File: config.mk
export PLATFORM = sky130hd
export DESIGN_NAME = fe_ibuf
export DESIGN_NICKNAME = d
export VERILOG_FILES = /design/src/rtl/fe_pkg.sv /design/src/rtl/fe_ibuf_ram.sv /design/src/rtl/fe_ibuf.sv
export SDC_FILE = /design/constraint.sdc
export NUM_CORES = 1
export LEC_CHECK = 0
export ABC_CLOCK_PERIOD_IN_PS = 3450
export BUFFER_PORTS_ARGS = -buffer_cell sky130_fd_sc_hd__buf_2
export CELL_PAD_IN_SITES_DETAIL_PLACEMENT = 0
export CELL_PAD_IN_SITES_GLOBAL_PLACEMENT = 1
export CORE_MARGIN = 1
export CORE_UTILIZATION = 40
export CTS_CLUSTER_DIAMETER = 50
export CTS_CLUSTER_SIZE = 12
export DETAILED_ROUTE_END_ITERATION = 8
export PLACE_DENSITY = 0.73
export SYNTH_ARGS = -nofsm -noshare
export SYNTH_HDL_FRONTEND = slang
export SYNTH_SLANG_ARGS = --single-unit
File: constraint.sdc
create_clock -name clk -period 3.45 [get_ports clk]
set_input_delay 0.5175 -clock clk [delete_from_list [all_inputs] [get_ports clk]]
set_output_delay 0.5175 -clock clk [all_outputs]
set_load 0.03 [all_outputs]
File: src/rtl/fe_pkg.sv
// fe_pkg: stall codes and the {pc, isn} entry type shared by the fetch/decode instruction buffer
package fe_pkg;
    localparam logic [1:0] CTR_STALL = 2'b10;
    localparam logic [1:0] CTR_RUN   = 2'b00;
    typedef struct packed {
        logic [31:0] pc;
        logic [31:0] isn;
    } fe_entry_t;
endpackage

File: src/rtl/fe_ibuf_ram.sv
// fe_ibuf_ram: DEPTH x 64 register file, one write port, one asynchronous read port
module fe_ibuf_ram
    import fe_pkg::*;
#(
    parameter int DEPTH = 4,
    localparam int AW = $clog2(DEPTH)
) (
    input  logic          clk,
    input  logic          rst_n,
    input  logic          we,
    input  logic [AW-1:0] waddr,
    input  fe_entry_t     wdata,
    input  logic [AW-1:0] raddr,
    output fe_entry_t     rdata
);
    fe_entry_t mem [DEPTH];
    // Storage is cleared on reset so the head reads as zero afterwards.
    always_ff @(posedge clk or negedge rst_n) begin
        if (!rst_n) begin
            for (int i = 0; i < DEPTH; i++) mem[i] <= '0;
        end else if (we) begin
            mem[waddr] <= wdata;
        end
    end
    assign rdata = mem[raddr];
endmodule

File: src/rtl/fe_ibuf.sv
// fe_ibuf: fetch-side instruction buffer with stall code to fetch and valid/ready to decode.
// Define FE_IBUF_BYPASS_EN to forward the fetch pair straight to decode when the buffer is empty.
module fe_ibuf
    import fe_pkg::*;
#(
    parameter int DEPTH = 4,
    parameter int CNT_W = 32
) (
    input  logic             clk,
    input  logic             rst_n,
    input  logic [31:0]      fe_pc,
    input  logic [31:0]      fe_isn,
    output logic [1:0]       ctr,
    output logic             out_valid,
    input  logic             out_ready,
    output logic [31:0]      out_pc,
    output logic [31:0]      out_isn,
    output logic [CNT_W-1:0] stall_cycles
);
    localparam int AW = $clog2(DEPTH);
    localparam logic [AW:0] FULL = (AW+1)'(DEPTH);
    logic [AW-1:0] wr_ptr, rd_ptr;
    logic [AW:0]   count;
    logic          stall, byp, enq, deq;
    fe_entry_t     head, din;
    assign din = '{pc: fe_pc, isn: fe_isn};
    fe_ibuf_ram #(.DEPTH(DEPTH)) u_ram (
        .clk   (clk),
        .rst_n (rst_n),
        .we    (enq),
        .waddr (wr_ptr),
        .wdata (din),
        .raddr (rd_ptr),
        .rdata (head)
    );
    // ctr depends only on registered occupancy, never on out_ready.
    always_comb begin
        stall = count == FULL;
        ctr = stall ? CTR_STALL : CTR_RUN;
`ifdef FE_IBUF_BYPASS_EN
        byp = count == '0;
`else
        byp = 1'b0;
`endif
        out_valid = count != '0 || byp;
        out_pc = byp ? fe_pc : head.pc;
        out_isn = byp ? fe_isn : head.isn;
        enq = !stall && !(byp && out_ready);
        deq = count != '0 && out_ready;
    end
    always_ff @(posedge clk or negedge rst_n) begin
        if (!rst_n) begin
            wr_ptr <= '0;
            rd_ptr <= '0;
            count <= '0;
            stall_cycles <= '0;
        end else begin
            wr_ptr <= wr_ptr + AW'(enq);
            rd_ptr <= rd_ptr + AW'(deq);
            count <= count + (AW+1)'(enq) - (AW+1)'(deq);
            stall_cycles <= stall_cycles + CNT_W'(stall && !(&stall_cycles));
        end
    end
endmodule
==> impl_metrics.py, run 1 <==
metrics = {
    "run_status": {
        "status": "complete, no violations",
    },
    "synth": {
        "syn-cell-area_um2": 12700,
        "synth_cell_types": 34,
        "ys_warn_count": 0,
        "syn_inst": 773,
        "yosysTopAreaCell": "dfrtp_1",
        "ys_ff_latch": 295,
        "yosysMostFrequentCell": "dfrtp_1",
        "synthFlopType": "dfrtp_1",
        "synth_nets": 847,
        "yosysSeqAreaShare_pct": 58.0,
        "synth_top_area_share_pct": 58.0,
        "ys_async_sr_fraction_pct": 100,
        "synth_edf_count": 0,
        "syn_area_per_cell_um2": 16.5,
        "synth.area.top_cells": "dfrtp_1, mux2_2, mux4_2",
        "synth_top_cells_by_count": "dfrtp_1, mux2_2, mux4_2, buf_2, xnor2_1",
    },
    "cts": {
        "cts_setup_buffers": 0,
        "cts_resized": 0,
        "cts_buffers": 35,
        "cts_root_buf": "clkbuf_16",
        "cts_tree": "yes",
        "cts.clk_slew.worst_paths_ns": 0.06,
        "htreeDepth": 2,
        "clockBufferDepth": 3,
        "insertion_delay_ns": 0.50,
        "ctsHoldBuffers": 0,
        "clock_sinks": 295,
    },
    "worst_setup_path": {
        "startpoint_type": "register",
        "crit_path_max_fanout": 16,
        "crit_required_ns": 2.93,
        "endpoint_kind": "primary output",
        "worst-setup-path-type": "register to primary output",
        "critPathArrivalTime_ns": 2.26,
    },
    "timing": {
        "finalMaxSlewViolations": 0,
        "min_period_ns": 2.77,
        "finalHoldViolations": 0,
        "finalClockSkew_ns": 0.0113,
        "finalCritPeriodShare_pct": 80.4,
        "tns_ns": 0,
        "grt_setup_unrepaired": "false",
        "fmax_mhz": 361,
        "setup_violations": 0,
        "slew_headroom_pct": 54.8,
        "worstMarginPinSlew_ns": 0.679,
    },
    "drt": {
        "drcViolationCount": 0,
        "routed_via_density": 5.25,
        "wirelength_um": 26400,
        "routed-via-count": 7202,
        "drtAntennaViolNets": 0,
        "drt_pass1_iterations": 5,
        "wl_per_cell_um": 19.2,
        "drt-initial-drc-count": 237,
    },
    "grt": {
        "grt_pass1_wl_um": 43800,
        "grt_overflow": 0,
        "antenna_found_initial": 1,
        "track_usage_pct": 17.0,
        "grt_max_degree": 86,
        "grt_pass1_vias": 7771,
    },
    "die": {
        "die_area_um2": 32500,
        "die_w_um": 180,
        "core.rowCount": 64,
        "initial_core_util_pct": 41.1,
        "die_h_um": 180,
        "ios": 166,
        "fp.coreArea_um2": 31000,
    },
    "final_layout": {
        "postLayoutCoreUtil_pct": 49.2,
        "fillCellCount": 2677,
        "area_delta_synth_final_pct": 19.8,
        "fin_cells": 1372,
        "drive_gt1_share_pct": 57.8,
        "fin_nets": 1025,
    },
    "flow_run": {
        "maxCapViolCount": 0,
    },
    "hold_path": {
        "min_path_type": "input pin to async pin",
    },
    "placement": {
        "portBuffers": 164,
        "dpl.cell_count": 1310,
        "dp_hpwl_um": 16400,
        "gp_congestion": 0.742,
    },
    "pwr": {
        "p_per_area_nw_per_um2": 1160,
        "p_leak_nw": 6.64,
        "ir_worst_vdd_mv": 0.530,
    },
}
-- cell usage in the layout (no fill, tap or decap), types with 9 or more instances in the layout --
cell type  netlist  routed
xnor2_1         18      18
xor2_1          16      16
mux4_2          64      64
buf_4            2      14
nor2_1           9       9
nand2_1         13      13
mux2_2         252     252
clkbuf_16        0      35
buf_2           30     163
dfrtp_1        295     293
-- state kept, by name, indices dropped and copies added, names as in the netlist --
| signal | count |
|---|---|
| stall_cycles | 32 |
| wr_ptr | 2 |
| count | 3 |
| rd_ptr | 2 |
| u_ram.mem | 256 |
-- report_power, final --
part / total, mW / leakage [nW] / switching [mW] / internal, mW
Clock: 3.68 / 0.571 / 1.40 / 2.29
Sequential: 6.06 / 3.51 / 0.927 / 5.14
Combinational: 7.95 / 2.55 / 4.06 / 3.89
Total: 17.7 / 6.64 / 6.39 / 11.3
-- worst max-delay path, stage by stage, from the launching register on --
cell	delay, ns
dfrtp_4	0.58
buf_4	0.39
mux4_2	0.57
buf_2	0.19
-- final cells by class --
type	count	area, um^2	area share, %
sequential	295	7390	48.4
clock inverter	13	184	1.21
multi-input combinational	428	5140	33.7
tap	396	495	3.25
clock buffer	48	975	6.39
timing repair buffer	183	1040	6.79
inverter	8	30.0	0.197
antenna	1	2.50	0.0164
-- per-stage QoR --
stage | power [mW] | area, um^2 | setup slack (ns) | hold WS [ns]
finish | 17.7 | 15300 | 0.677 | 0.0193
global placement | 14.0 | 14100 | 0.800 | 0.468
floorplan | 12.1 | 12700 | 0.827 | 0.222
CTS | 18.0 | 15300 | 0.598 | 0.0330
global route | 18.7 | 15300 | 0.499 | 0.0718
detailed placement | 14.2 | 14100 | 0.750 | 0.472
-- cell families after synthesis --
| kind of cell | count (synthesis) | share of synthesized area, % |
|---|---|---|
| multiplexers | 320 | 34.0 |
| flip-flops | 295 | 58.0 |
| AND/OR/NAND/NOR | 65 | 3.07 |
| buffers and inverters | 50 | 1.83 |
| XOR/XNOR | 34 | 2.34 |
| adder cells (fa/ha/maj) | 7 | 0.747 |
| other | 1 | 0.0295 |
| AO/OA/AOI/OAI | 1 | 0.0492 |
-- per-layer routing --
metal	vias up	part of all wire, %	GRT usage (%)
li1	3227	-	-
met1	3805	45	23.3
met2	137	49	27.4
met3	33	5.2	3.96
met4	0	1.6	3.83
met5	-	0	0
-- path summary, 6_finish.rpt --
path	end	cells after the start	from	slack [ns]
max reg2reg	stall_cycles[26]$_DFF_PN0_	9	stall_cycles[14]$_DFF_PN0_	0.74
min reg2reg	stall_cycles[24]$_DFF_PN0_	1	stall_cycles[24]$_DFF_PN0_	0.48
min in group clk	u_ram.mem[109]$_DFFE_PN0P_	2	fe_pc[13]	0.28
max in group asynchronous	stall_cycles[22]$_DFF_PN0_	2	rst_n	2.54
min	u_ram.mem[210]$_DFFE_PN0P_	1	rst_n	0.02
max	out_isn[24]	3	rd_ptr[0]$_DFF_PN0_	0.68
No activity file was read; power rests on OpenSTA's default activity.
==> inputs of run 2 (changes only) <==
--- a/config.mk
+++ b/config.mk
@@ -5,7 +5,7 @@
 export SDC_FILE = /design/constraint.sdc
 export NUM_CORES = 1
 export LEC_CHECK = 0
-export ABC_CLOCK_PERIOD_IN_PS = 3450
+export ABC_CLOCK_PERIOD_IN_PS = 2900
 export BUFFER_PORTS_ARGS = -buffer_cell sky130_fd_sc_hd__buf_2
 export CELL_PAD_IN_SITES_DETAIL_PLACEMENT = 0
 export CELL_PAD_IN_SITES_GLOBAL_PLACEMENT = 1
==> constraint.sdc (replaced) <==
create_clock -name clk -period 2.9 [get_ports clk]
set_input_delay 0.435 -clock clk [delete_from_list [all_inputs] [get_ports clk]]
set_output_delay 0.435 -clock clk [all_outputs]
set_load 0.03 [all_outputs]
==> impl_metrics.py, run 2 (synthesis gave the netlist of run 1 again) <==
metrics = {
    "final_layout": {
        "postLayoutCoreUtil_pct": 49.9,
        "fillCellCount": 2631,
        "fin_nets": 1037,
        "layout_commonest_cell": "dfrtp_1",
        "largest_register_ffs": 256,
        "stdcell_area_um2": 15500,
        "top_regs": "u_ram.mem (256), stall_cycles (32), count (3)",
        "largest-register": "u_ram.mem",
        "layout_common_cells": "dfrtp_1, mux2_2, buf_2",
        "area_delta_synth_final_pct": 21.4,
        "drive_gt1_share_pct": 58.7,
    },
    "worst_setup_path": {
        "worst-setup-path-type": "register to primary output",
        "startpoint_type": "register",
        "cp-startpoint": "rd_ptr[1]$_DFF_PN0_",
        "critPathArrivalTime_ns": 2.20,
        "crit_required_ns": 2.47,
        "endpoint_kind": "primary output",
        "r2r-start": "stall_cycles[16]$_DFF_PN0_",
        "crit_path_max_fanout": 33,
    },
    "timing": {
        "tns_ns": 0,
        "min_period_ns": 2.64,
        "worst_hold_slack_ns": 0.187,
        "finalCritPeriodShare_pct": 91.0,
        "slew_headroom_pct": 65.2,
        "fmax_mhz": 379,
        "finalHoldViolations": 0,
        "worstMarginPinSlew_ns": 0.522,
        "finalMaxSlewViolations": 0,
        "finalClockSkew_ns": 0.0143,
        "setup_violations": 0,
        "grt_setup_unrepaired": "false",
    },
    "pwr": {
        "power_frac_comb_pct": 45.0,
        "p_per_area_nw_per_um2": 1390,
        "switching_share_pct": 36.0,
        "switchingPower_mw": 7.74,
        "intPower_mw": 13.8,
        "seq_power_share_pct": 33.6,
        "clkPwrFrac_pct": 21.3,
        "ir_worst_vdd_mv": 0.780,
        "p_leak_nw": 6.74,
        "p_total_mw": 21.5,
    },
    "drt": {
        "routed-via-count": 7246,
        "wl_per_cell_um": 19.6,
        "routed_via_density": 5.24,
        "wirelength_um": 27100,
        "drt_pass1_iterations": 4,
        "drcViolationCount": 0,
        "drtAntennaViolNets": 0,
        "drt-initial-drc-count": 331,
    },
    "grt": {
        "grt_pass1_vias": 7933,
        "grt_max_degree": 78,
        "antenna_found_initial": 3,
        "grt_overflow": 0,
        "grt_pass1_wl_um": 44400,
        "track_usage_pct": 17.2,
    },
    "die": {
        "core.rowCount": 64,
        "die_area_um2": 32500,
        "die_h_um": 180,
        "die_w_um": 180,
        "initial_core_util_pct": 41.1,
        "ios": 166,
        "fp.coreArea_um2": 31000,
    },
    "hold_path": {
        "min_path_type": "input pin to register",
        "worstHoldStart": "fe_isn[9]",
    },
    "placement": {
        "portBuffers": 164,
        "dp_hpwl_um": 16500,
        "gp_congestion": 0.734,
        "placed_area_um2": 14200,
    },
    "cts": {
        "htreeDepth": 2,
        "insertion_delay_ns": 0.50,
        "cts_root_buf": "clkbuf_16",
        "clockBufferDepth": 3,
        "clock_sinks": 295,
        "cts.clk_slew.worst_paths_ns": 0.06,
        "cts_resized": 0,
        "cts_buffers": 36,
        "cts_tree": "yes",
    },
    "run_status": {
        "status": "complete, no violations",
    },
    "flow_run": {
        "maxCapViolCount": 0,
    },
}
-- run 2: changes by cell type in the layout (fill, tap and decap cells not counted), moves of 2 or more --
cell,change
clkinvlp_4,+3
inv_6,-2
clkinv_2,+2
buf_4,+5
clkbuf_16,+2
clkbuf_8,-2
buf_12,+5
clkbuf_1,-5
-- run 2: per-stage QoR --
step           cells  setup WS (ns)
4_1_cts         1381         0.0656
5_1_grt         1382          0.102
6_report        1383          0.260
2_1_floorplan    773          0.277
3_3_place_gp    1319          0.390
3_5_place_dp    1319          0.347
-- run 2: routing by layer --
layer | track usage [%] | share of wire [%]
met5 | 0 | 0.081
met4 | 4.21 | 1.6
met3 | 4.51 | 5.5
met2 | 27.6 | 48
met1 | 23.5 | 45
-- run 2: cell type report --
cell class	count	area (um^2)	area share [%]
well taps	396	495	3.20
diodes	1	2.50	0.0162
repair buffers	194	1180	7.66
clock inverters	18	240	1.55
clock buffers	43	978	6.33
multi-input cells	428	5140	33.3
inverters	8	30.0	0.194
flip-flops and latches	295	7390	47.8
-- run 2: final timing paths --
| path | endpoint | slack (ns) | cells past startpoint |
|---|---|---|---|
| min in group asynchronous | u_ram.mem[84]$_DFFE_PN0P_ | 0.46 | 2 |
| max in group asynchronous | u_ram.mem[207]$_DFFE_PN0P_ | 1.48 | 4 |
| worst min-delay path | u_ram.mem[73]$_DFFE_PN0P_ | 0.19 | 2 |
| worst max-delay path | out_isn[12] | 0.26 | 3 |
| worst min register to register | u_ram.mem[73]$_DFFE_PN0P_ | 0.48 | 1 |
| worst max register to register | stall_cycles[26]$_DFF_PN0_ | 0.35 | 9 |
-- run 2: power groups by stage --
stage | combinational [mW] | sequential (mW) | clock, mW
2_1_floorplan | 7.54 | 6.84 | 0
3_3_place_gp | 9.59 | 7.28 | 0
3_5_place_dp | 9.76 | 7.35 | 0
4_1_cts | 9.78 | 7.30 | 4.73
5_1_grt | 10.3 | 7.51 | 4.91
6_report | 9.69 | 7.23 | 4.59
-- run 2: what timing repair did --
action | in CTS | in global routing
buffers inserted | 0 | 1
endpoints found under the hold margin | 53 | 0
hold buffers | 1 | 0
setup endpoints to repair | 0 | 1
-- run 2: worst max-delay path, stage by stage, from the launching register on --
cell and delay (ns):
dfrtp_4 0.76, buf_12 0.33, mux4_2 0.39, buf_2 0.21
